**src/rtl/pipe_if_fetch_pkg.sv**
```systemverilog
// Shared definitions for the instruction-fetch stage: redirect select codes,
// the nop word, the fetch FSM state encoding and a word-alignment helper.
package pipe_if_fetch_pkg;

  localparam int unsigned XLEN = 32;

  // Decode redirect select
  localparam logic [1:0] PCSRC_SEQ = 2'b00;
  localparam logic [1:0] PCSRC_BR  = 2'b01;
  localparam logic [1:0] PCSRC_JR  = 2'b10;
  localparam logic [1:0] PCSRC_J   = 2'b11;

  // Instruction presented to IF/ID when no real fetch completes
  localparam logic [XLEN-1:0] NOP_INS = 32'h0000_0000;

  // Fetch FSM: REQ drives the memory, HOLD parks a fetched word during a stall
  typedef enum logic {
    FETCH_REQ  = 1'b0,
    FETCH_HOLD = 1'b1
  } fetch_state_e;

  // Force a byte address onto a word boundary
  function automatic logic [XLEN-1:0] align_word(input logic [XLEN-1:0] addr);
    return {addr[XLEN-1:2], 2'b00};
  endfunction

endpackage

```
**src/rtl/pipe_if_fetch_mux4x32.sv**
```systemverilog
// mux4x32: 4-to-1, 32-bit combinational selector cell.
//   a0..a3 : data inputs
//   s      : select (00 -> a0 ... 11 -> a3)
//   y      : selected word
module mux4x32 (
  input  logic [31:0] a0,
  input  logic [31:0] a1,
  input  logic [31:0] a2,
  input  logic [31:0] a3,
  input  logic [1:0]  s,
  output logic [31:0] y
);

  always_comb begin
    y = a0;
    case (s)
      2'b00:   y = a0;
      2'b01:   y = a1;
      2'b10:   y = a2;
      2'b11:   y = a3;
      default: y = a0;
    endcase
  end

endmodule

```
**src/rtl/pipe_if_fetch.sv**
```systemverilog
// pipe_if_fetch: instruction-fetch stage, producer side of IF/ID.
// Holds the PC, fetches from a variable-latency memory over req/ready, and
// applies decode redirects with delay-slot semantics.
//   clk, clr            : clock, asynchronous active-high reset
//   nostall             : IF/ID write enable from decode
//   pcsource            : redirect select (seq / branch / jr / j)
//   bpc, jpc, rpc       : branch, jump and jr targets
//   imem_req, imem_addr : fetch request and address (= pc)
//   imem_ready          : memory accepts, imem_rdata valid same cycle
//   imem_rdata          : fetched instruction word
//   pc4, ins, ins_vld   : pc+4, instruction and its valid flag toward IF/ID
module pipe_if_fetch
  import pipe_if_fetch_pkg::*;
#(
  parameter logic [31:0] RESET_PC = 32'h0000_0000
) (
  input  logic        clk,
  input  logic        clr,
  input  logic        nostall,
  input  logic [1:0]  pcsource,
  input  logic [31:0] bpc,
  input  logic [31:0] jpc,
  input  logic [31:0] rpc,
  output logic        imem_req,
  output logic [31:0] imem_addr,
  input  logic        imem_ready,
  input  logic [31:0] imem_rdata,
  output logic [31:0] pc4,
  output logic [31:0] ins,
  output logic        ins_vld
);

  fetch_state_e      state;
  fetch_state_e      state_nxt;
  logic [XLEN-1:0]   pc;
  logic [XLEN-1:0]   pc_plus4;
  logic [XLEN-1:0]   mux_y;
  logic [XLEN-1:0]   tgt;
  logic [XLEN-1:0]   npc;
  logic [XLEN-1:0]   redir_pc;
  logic              redir_vld;
  logic [XLEN-1:0]   hold_ins;
  logic              fetch_complete;
  logic              adv;
  logic              redirect_now;

  // Sequential address; wraps naturally at 2^32
  assign pc_plus4  = pc + XLEN'(4);
  assign pc4       = pc_plus4;
  assign imem_addr = pc;

  // Target select through the shared 4:1 cell
  mux4x32 u_npc_mux (
    .a0 (pc_plus4),
    .a1 (bpc),
    .a2 (rpc),
    .a3 (jpc),
    .s  (pcsource),
    .y  (mux_y)
  );

  assign tgt = align_word(mux_y);

  // Decode operands may be unresolved during a stall, so pcsource only
  // counts while IF/ID is actually latching.
  assign redirect_now = (pcsource != PCSRC_SEQ) && nostall;

  assign adv = fetch_complete && nostall;

  // Live redirect beats a parked one; a parked one beats sequential flow
  always_comb begin
    npc = pc_plus4;
    if (redirect_now) begin
      npc = tgt;
    end else if (redir_vld) begin
      npc = redir_pc;
    end
  end

  // FSM state register
  always_ff @(posedge clk or posedge clr) begin
    if (clr) begin
      state <= FETCH_REQ;
    end else begin
      state <= state_nxt;
    end
  end

  // FSM next state: park the word in HOLD when it lands during a stall
  always_comb begin
    state_nxt = state;
    case (state)
      FETCH_REQ: begin
        if (imem_req && imem_ready && !nostall) begin
          state_nxt = FETCH_HOLD;
        end
      end
      FETCH_HOLD: begin
        if (nostall) begin
          state_nxt = FETCH_REQ;
        end
      end
      default: state_nxt = FETCH_REQ;
    endcase
  end

  // FSM outputs; the request drops with clr without waiting for a clock
  always_comb begin
    imem_req       = 1'b0;
    ins            = NOP_INS;
    ins_vld        = 1'b0;
    fetch_complete = 1'b0;
    case (state)
      FETCH_REQ: begin
        imem_req = !clr;
        if (!clr && imem_ready) begin
          ins            = imem_rdata;
          ins_vld        = 1'b1;
          fetch_complete = 1'b1;
        end
      end
      FETCH_HOLD: begin
        ins            = hold_ins;
        ins_vld        = 1'b1;
        fetch_complete = 1'b1;
      end
      default: begin
        imem_req = 1'b0;
      end
    endcase
  end

  // PC advances only when the current word is handed to IF/ID
  always_ff @(posedge clk or posedge clr) begin
    if (clr) begin
      pc <= RESET_PC;
    end else if (adv) begin
      pc <= npc;
    end
  end

  // Keep a redirect alive while its delay-slot fetch is still outstanding
  always_ff @(posedge clk or posedge clr) begin
    if (clr) begin
      redir_vld <= 1'b0;
      redir_pc  <= '0;
    end else if (adv) begin
      redir_vld <= 1'b0;
    end else if (redirect_now) begin
      redir_vld <= 1'b1;
      redir_pc  <= tgt;
    end
  end

  // Word fetched during a stall, replayed until decode takes it
  always_ff @(posedge clk or posedge clr) begin
    if (clr) begin
      hold_ins <= NOP_INS;
    end else if (state == FETCH_REQ && imem_req && imem_ready && !nostall) begin
      hold_ins <= imem_rdata;
    end
  end

endmodule

```
**config.mk**
```make
export PLATFORM = sky130hd
export DESIGN_NAME = pipe_if_fetch
export DESIGN_NICKNAME = d
export VERILOG_FILES = /design/src/rtl/pipe_if_fetch_pkg.sv /design/src/rtl/pipe_if_fetch_mux4x32.sv /design/src/rtl/pipe_if_fetch.sv
export SDC_FILE = /design/constraint.sdc
export NUM_CORES = 1
export LEC_CHECK = 0
export ABC_AREA = 1
export BUFFER_PORTS_ARGS = -buffer_cell sky130_fd_sc_hd__buf_2
export CAP_MARGIN = 20
export CORE_MARGIN = 2
export CORE_UTILIZATION = 50
export CTS_BUF_LIST = sky130_fd_sc_hd__clkbuf_16
export CTS_CLUSTER_SIZE = 40
export DETAILED_ROUTE_END_ITERATION = 8
export HOLD_SLACK_MARGIN = 0.1
export PLACE_DENSITY = 0.81
export SLEW_MARGIN = 20
export SYNTH_ARGS = -nofsm -noshare
export SYNTH_HDL_FRONTEND = slang
export SYNTH_SLANG_ARGS = --single-unit
```
**constraint.sdc**
```tcl
create_clock -name clk -period 5.25 [get_ports clk]
set_clock_uncertainty 0.2 [all_clocks]
set_input_delay 0.525 -clock clk [delete_from_list [all_inputs] [get_ports clk]]
set_output_delay 0.525 -clock clk [all_outputs]
set_load 0.02 [all_outputs]
```
==> results of run 1 <==
==> layout make-up <==
class | count | area share
clock inverter | 7 | 0.01101
inverter | 100 | 0.05036
clock buffer | 9 | 0.03001
multi-input combinational | 666 | 0.4119
tap | 147 | 0.02451
timing repair buffer | 229 | 0.1584
antenna | 1 | 0.0003335
sequential | 94 | 0.3135
==> routing by layer <==
layer | vias up | GRT usage
li1 | 3220 | -
met1 | 2925 | 0.3669
met2 | 282 | 0.4421
met3 | 38 | 0.06270
met4 | 0 | 0.1195
met5 | - | 0
==> cell families (layout without fill, tap and decap cells) <==
| logic type | after synthesis | in the layout | synth area share |
|---|---|---|---|
| and+or+nand+nor | 494 | 494 | 0.3538 |
| other | 1 | 5 | 0.0006204 |
| xor gates and xnor gates | 7 | 7 | 0.01014 |
| AOI/OAI and AO/OA | 160 | 160 | 0.1428 |
| DFF | 94 | 94 | 0.3892 |
| buffers and inverters | 145 | 345 | 0.1014 |
| adders and majority gates | 1 | 1 | 0.002070 |
==> metrics by stage <==
step                      cells  cell area, um2  power (uW)
after CTS                  1251            7473        2728
after floorplan             905            6056        1699
final                      1253            7503        2737
after global placement     1234            7156        2003
after detailed placement   1234            7156        2028
after global routing       1253            7503        2907
==> critical path, cell delays in order <==
cell           delay (ps)
dlygate4sd3_1         540
buf_2                 140
inv_4                 250
nand2_1               170
nor2_1                150
inv_1                 360
o21ai_0               340
buf_2                 210
==> placed cells by master, fill, tap and decap left out, types with 2 or more instances in the layout <==
master,instances
bufinv_16,2
and2_1,2
nor2_1,131
inv_1,96
buf_4,6
nor2_8,4
nor2_2,8
a31oi_1,4
nand3_1,58
nand2_2,6
a21oi_2,2
clkbuf_16,9
nand2_1,270
clkinv_1,2
o21ai_0,85
buf_2,221
inv_2,5
conb_1,4
nand2_4,2
a21oi_1,52
o211ai_1,2
nand3b_1,2
a22oi_1,11
nor2_4,7
nand3_2,2
xor2_1,6
dfrtp_1,94
==> worst paths after layout <==
kind,start,to,slack [ps],cells after the start
setup / recovery,clr,ins[5],1800,8
hold reg to reg,hold_ins[5]$_DFFE_PP0P_,hold_ins[5]$_DFFE_PP0P_,290,2
max in group asynchronous,clr,imem_addr[22]$_DFFE_PP0P_,3100,4
hold / removal,nostall,state$_DFF_PP0_,160,2
min in group asynchronous,clr,hold_ins[23]$_DFFE_PP0P_,510,3
setup reg to reg,state$_DFF_PP0_,imem_addr[31]$_DFFE_PP0P_,2750,8
==> power groups by stage <==
stage                     Combinational, uW  Clock [uW]  Sequential, uW
after floorplan                         642           0            1060
after global placement                  988           0            1010
after detailed placement               1010           0            1020
after CTS                              1010         705            1010
after global routing                   1130         741            1030
final                                  1020         701            1010
==> what timing repair did <==
| action | CTS | global route |
|---|---|---|
| gates resized for setup | 0 | 0 |
| endpoints found under the hold margin | 25 | 0 |
| hold buffers | 1 | 0 |
==> registers in the layout, summed over array words and instances, names as in the netlist <==
signal and flops:
imem_addr 30, redir_vld 1, hold_ins 32, state 1, redir_pc 30
==> results.toml, run 1 <==
[sta]
max_clock_freq_mhz = 290.2
hold_ws_ps = 155.2
worst_pin_slew_ps = 1070
fin_crit_sh = 0.6563
maxSlewViolCount = 0
period_minus_slack_ps = 3446
fin_ws_ps = 1804
hold_viol_final = 0
tns_ps = 0
finalSetupViolCount = 0
maxSlewHeadroom = 0.2825
rsz0062_at_grt = "false"

[drt]
drtIter0Drc = 473
highest_layer = "met4"
wirelength_met1_um = 7644
drc = 0
wl_met3_um = 1415
detail_route.vias_per_cell = 5.160
post_drt_wl_per_cell_um = 14.17
vias = 6465
wl_met2_um = 8199
drt_pass1_iterations = 5
wirelength_um = 17760
drtAntennaViolNets = 0

[clock_network]
cts_setup_buffers = 0
cts_htree_levels = 3
root_buffer = "clkbuf_16"
clock-sinks = 94
clock_path_buffers = 2
clkSlewWorstSetupHoldPaths_ps = 70
cts_buffers = 9
worstSkewPairLatency_ps = 350
cts_tree = "done"

[power_and_ir_drop]
net-switching-power_uw = 1108
p_sw_frac = 0.4050
clockPowerShare = 0.256
power.share.combinational = 0.374
p_per_area_nw_per_um2 = 364.7
internal_power_uw = 1628
p_seq_frac = 0.370
p_leak_uw = 0.004115
ir_drop_v = 0.0001924

[yosys]
avgSynthCellArea_um2 = 6.701
yosys.cell_count.top_type = "nand2_1"
synth_top_area_cell = "dfrtp_1"
synthCells = 902
mappedNetlistArea_um2 = 6045
synthFlopType = "dfrtp_1"
yosysWarnings = 0
yosysTopAreaCellShare = 0.3892
synth-seq-cells = 94
synth-edff-count = 0
synthTopCellsByCount = "nand2_1, nor2_1, inv_1"
synth_seq_area_share = 0.3892
synthTopCellsByArea = "dfrtp_1, nand2_1, nor2_1"
async_reset_ff_frac = 1.000
synth_cell_type_count = 35

[place]
dp_slack_ps = 2293
globalplace.congestion = 0.8982
io_buffers = 221
dpl.hpwl_um = 12400

[worst_setup_path]
worstPathArrival_ps = 2720
start_kind = "primary input"
cp-end-kind = "output port"
criticalPathCategory = "primary input to output port"
crit_required_ps = 4530
crit_fanout = 32

[final_layout]
fillers = 1134
post-route-util = 0.6299
syn2layout_area_growth_pct = 24.14
seq_area_um2 = 2352
drive_above_1_share = 0.2525
multi_input_area_um2 = 3090
finalNetCount = 1235

[hold_path]
hold_path_class = "primary input to flip-flop"

[floorplan]
die_h_um = 114.0
fp.dieW_um = 114.0
num_rows = 40
initial_core_util = 0.5075
io_pins = 232
coreArea_um2 = 11910
die_area_um2 = 12980

[run]
maxCapViolations = 0

[grt]
grt_pass1_wl_um = 28620
antenna_found_initial = 1
grt_usage = 0.2783
grt_max_degree = 70
gr-total-overflow = 0
grt_pass1_vias = 5929

[run_status]
status = "completed"
No activity file was read; power rests on OpenSTA's default activity.
==> inputs of run 2 (changes only) <==
--- a/config.mk
+++ b/config.mk
@@ -9,12 +9,12 @@
 export BUFFER_PORTS_ARGS = -buffer_cell sky130_fd_sc_hd__buf_2
 export CAP_MARGIN = 20
 export CORE_MARGIN = 2
-export CORE_UTILIZATION = 50
+export CORE_UTILIZATION = 45
 export CTS_BUF_LIST = sky130_fd_sc_hd__clkbuf_16
 export CTS_CLUSTER_SIZE = 40
 export DETAILED_ROUTE_END_ITERATION = 8
 export HOLD_SLACK_MARGIN = 0.1
-export PLACE_DENSITY = 0.81
+export PLACE_DENSITY = 0.77
 export SLEW_MARGIN = 20
 export SYNTH_ARGS = -nofsm -noshare
 export SYNTH_HDL_FRONTEND = slang
==> constraint.sdc (replaced) <==
create_clock -name clk -period 2.95 [get_ports clk]
set_clock_uncertainty 0.2 [all_clocks]
set_input_delay 0.295 -clock clk [delete_from_list [all_inputs] [get_ports clk]]
set_output_delay 0.295 -clock clk [all_outputs]
set_load 0.02 [all_outputs]
==> results.toml, run 2 (synthesis gave the netlist of run 1 again) <==
[floorplan]
initial_core_util = 0.4583
die_area_um2 = 14370
coreArea_um2 = 13190
fp.dieW_um = 119.9
num_rows = 42
io_pins = 232
die_h_um = 119.9

[worst_setup_path]
criticalPathCategory = "primary input to output port"
start_kind = "primary input"
reg2reg_slack_ps = 920
cp-end-kind = "output port"
crit_fanout = 32
worstPathArrival_ps = 2130
crit_required_ps = 2460

[final_layout]
regMostFlops = "hold_ins"
post-route-util = 0.6107
fillers = 1224
final_cell_mix = "nand2_1, buf_2, nor2_1"
layout_commonest_cell = "nand2_1"
finalNetCount = 1276
seq_area_um2 = 2352
largest_reg_flops = 32
drive_above_1_share = 0.2827
num_antenna_cells = 0
fin_cells = 1322
syn2layout_area_growth_pct = 33.26
multi_input_area_um2 = 3232

[power_and_ir_drop]
p_leak_uw = 0.004331
ir_drop_v = 0.0005026
p_per_area_nw_per_um2 = 606.1
p_seq_frac = 0.370
net-switching-power_uw = 2020
clockPowerShare = 0.239
p_sw_frac = 0.4137
internal_power_uw = 2863
power.share.combinational = 0.391

[sta]
fin_crit_sh = 0.8911
hold_viol_final = 0
period_minus_slack_ps = 2629
worst_pin_slew_ps = 789.5
rsz0062_at_grt = "false"
maxSlewViolCount = 0
finalSetupViolCount = 0
max_clock_freq_mhz = 380.4
maxSlewHeadroom = 0.4737
tns_ps = 0

[clock_network]
clock_path_buffers = 2
cts_buffers = 9
cts_htree_levels = 3
clkSlewWorstSetupHoldPaths_ps = 60
cts_tree = "done"
root_buffer = "clkbuf_16"
clock-sinks = 94
worstSkewPairLatency_ps = 360

[run]
maxCapViolations = 0

[hold_path]
hold_path_class = "primary input to flip-flop"

[drt]
vias = 6691
post_drt_wl_per_cell_um = 14.62
drtAntennaViolNets = 0
detail_route.vias_per_cell = 5.061
drc = 0
drtIter0Drc = 564
drt_pass1_iterations = 5
wirelength_um = 19330

[place]
dpl.hpwl_um = 13450
place_inst = 1270
io_buffers = 221
globalplace.congestion = 0.9003

[grt]
grt_usage = 0.2762
grt_pass1_wl_um = 31330
grt_pass1_vias = 6299
grt_max_degree = 61
antenna_found_initial = 0
gr-total-overflow = 0

[run_status]
status = "completed"
[run 2: power groups by stage]
stage / Combinational (uW) / Clock (uW) / Sequential (uW)
global placement: 1820 / 0 / 1810
CTS: 1900 / 1190 / 1800
finish: 1910 / 1170 / 1810
floorplan: 1200 / 0 / 1880
global route: 2110 / 1240 / 1840
detailed placement: 1860 / 0 / 1820
[run 2: path summary, 6_finish.rpt]
check	from	end	cells past startpoint
worst max-delay path	clr	ins[31]	8
worst min-delay path	bpc[5]	redir_pc[5]$_DFFE_PP0P_	4
worst max register to register	state$_DFF_PP0_	hold_ins[19]$_DFFE_PP0P_	6
worst min register to register	hold_ins[4]$_DFFE_PP0P_	hold_ins[4]$_DFFE_PP0P_	2
max in group asynchronous	clr	redir_pc[30]$_DFFE_PP0P_	5
min in group asynchronous	clr	hold_ins[0]$_DFFE_PP0P_	4
[run 2: worst max-delay path, cell delays in order]
cell and delay, ps:
dlygate4sd3_1 530, buf_2 150, clkinvlp_4 80, nand2_1 120, nor2_1 240, inv_4 230, o21ai_0 270, buf_2 210
[run 2: area by class of cell]
cell class	count	area share
well taps	176	0.02734
repair buffers	270	0.1957
inverters	100	0.04769
multi-input cells	666	0.4012
clock buffers	9	0.02796
flip-flops and latches	94	0.2920
clock inverters	7	0.008077
[run 2: through the flow]
stage               worst slack [ps]  area [um2]  hold slack, ps  total power [uW]
finish                         321.3        8055           122.5              4882
global route                   180.7        8055           141.7              5194
CTS                            162.4        8053           118.2              4885
detailed placement             702.8        7402           273.3              3673
global placement               724.2        7402           267.5              3626
floorplan                     -103.4        6281           158.1              3079
[run 2: layer usage]
metal  GRT usage  share of wire  up-vias
met5           0              0        -
met4     0.08676          0.023        0
met3     0.06606          0.073       33
met2      0.4361           0.47      258
met1      0.3763           0.44     3088
li1            -              -     3312
[run 2: what timing repair did]
| item | in CTS | in global routing |
|---|---|---|
| gates resized for setup | 0 | 2 |
| endpoints found under the setup margin | 0 | 2 |
| buffers inserted | 0 | 0 |
| hold buffers | 36 | 0 |
| endpoints found under the hold margin | 93 | 0 |
==> inputs of run 3 (changes only) <==
==> constraint.sdc (replaced) <==
create_clock -name clk -period 2.95 [get_ports clk]
set_clock_uncertainty 0.2 [all_clocks]
set_input_delay 0.1475 -clock clk [delete_from_list [all_inputs] [get_ports clk]]
set_output_delay 0.1475 -clock clk [all_outputs]
set_load 0.02 [all_outputs]
==> results.toml, run 3 (synthesis gave the netlist of run 1 again) <==
[worst_setup_path]
worstReg2RegStart = "imem_addr[3]$_DFFE_PP0P_"
start_kind = "primary input"
reg2reg_slack_ps = 980
crit_fanout = 32
criticalPathCategory = "primary input to output port"
crit_required_ps = 2600
r2r_end = "imem_addr[24]$_DFFE_PP0P_"
worstPathArrival_ps = 2200
cp-end-kind = "output port"
reg2reg_depth = 10

[final_layout]
largest_reg_flops = 32
layout_commonest_cell = "nand2_1"
num_antenna_cells = 0
regMostFlops = "hold_ins"
seq_area_um2 = 2352
drive_above_1_share = 0.2371
finalNetCount = 1332
final_cell_mix = "nand2_1, buf_2, nor2_1"
multi_input_area_um2 = 3090
fin_cells = 1378
syn2layout_area_growth_pct = 40.22
fillers = 1155

[hold_path]
hold_path_class = "primary input to flip-flop"
min_path_cells = 5
min_to = "redir_pc[13]$_DFFE_PP0P_"
min_from = "jpc[13]"

[floorplan]
initial_core_util = 0.4583
coreArea_um2 = 13190
fp.dieW_um = 119.9
die_h_um = 119.9
die_area_um2 = 14370
num_rows = 42
io_pins = 232

[grt]
gr-total-overflow = 0
grt_pass1_vias = 6654
grt_usage = 0.2851
grt_max_degree = 65
grt_pass1_wl_um = 32510
antenna_found_initial = 0

[place]
dpl.hpwl_um = 13250
globalplace.congestion = 0.8991
place_inst = 1269
io_buffers = 221

[clock_network]
cts_setup_buffers = 0
cts_resized = 0
clock_path_buffers = 2
worstSkewPairLatency_ps = 340
cts_htree_levels = 3
hold_buffers = 93
cts_tree = "done"
cts_buffers = 9
clkSlewWorstSetupHoldPaths_ps = 60
clock-sinks = 94
root_buffer = "clkbuf_16"

[drt]
wirelength_um = 20030
drc = 0
detail_route.vias_per_cell = 5.016
drt_pass1_iterations = 5
vias = 6912
drtIter0Drc = 423
post_drt_wl_per_cell_um = 14.53
drtAntennaViolNets = 0

[power_and_ir_drop]
p_leak_uw = 0.004544
power.share.combinational = 0.390
clockPowerShare = 0.247
p_seq_frac = 0.363
p_sw_frac = 0.3993
ir_drop_v = 0.0002543
internal_power_uw = 2991
net-switching-power_uw = 1988
p_per_area_nw_per_um2 = 587.5

[sta]
fin_crit_sh = 0.8636
worst_pin_slew_ps = 837.1
hold_ws_ps = 91.93
maxSlewViolCount = 0
hold_viol_final = 0
max_clock_freq_mhz = 392.5
rsz0062_at_grt = "false"
finalSetupViolCount = 0
maxSlewHeadroom = 0.4413
tns_ps = 0
period_minus_slack_ps = 2548

[run]
maxCapViolations = 0

[run_status]
status = "completed"
run 3: cell types whose count changed in the layout (fill, tap and decap cells not counted), moves of 3 or more:
cell | previous run | this run
a21oi_1 | 49 | 52
a21oi_2 | 5 | 2
dlygate4sd3_1 | 36 | 93
inv_1 | 93 | 96
o21ai_0 | 54 | 85
o21ai_2 | 30 | 0
run 3: power groups by stage:
stage | combinational (uW) | sequential [uW] | clock [uW]
finish | 1940 | 1810 | 1230
global route | 2160 | 1840 | 1310
CTS | 1930 | 1800 | 1250
detailed placement | 1810 | 1820 | 0
global placement | 1770 | 1810 | 0
floorplan | 1140 | 1880 | 0
run 3: worst max-delay path by stage:
stage | slack (ps) | endpoint | cells after the start | startpoint
2_1_floorplan | 9 | redir_pc[7]$_DFFE_PP0P_ | 8 | clr
3_3_place_gp | 960 | imem_addr[10]$_DFFE_PP0P_ | 9 | pcsource[0]
3_5_place_dp | 910 | imem_addr[10]$_DFFE_PP0P_ | 9 | pcsource[0]
4_1_cts | 430 | ins[0] | 8 | clr
5_1_grt | 240 | ins[0] | 8 | clr
6_report | 400 | ins[12] | 8 | clr
run 3: routing by layer:
layer,GRT usage,wire length (um),vias up
li1,-,-,3424
met1,0.3621,8432,3165
met2,0.4868,9645,294
met3,0.05656,1539,29
met4,0.09485,412,0
met5,0,0,-
run 3: final cells by class:
type,instances,area share
clock inverter,7,0.009596
timing repair buffer,326,0.2510
multi-input combinational,666,0.3646
inverter,100,0.04473
tap,176,0.02598
sequential,94,0.2775
clock buffer,9,0.02657
run 3: worst max-delay path, stage by stage:
cell and delay, ps:
dlygate4sd3_1 520, buf_2 140, clkinvlp_4 100, nand2_1 130
nor2_1 70, inv_1 610, o21ai_0 250, buf_2 220
run 3: metrics by stage:
stage          total power [uW]  worst slack [ps]  utilization  instance area (um2)
2_1_floorplan              3024             9.283            -                 6060
3_3_place_gp               3584             960.9       0.5488                 7238
3_5_place_dp               3624             909.2       0.5488                 7238
4_1_cts                    4976             429.3       0.6426                 8476
5_1_grt                    5310             243.7       0.6426                 8476
6_report                   4980             402.5       0.6426                 8476
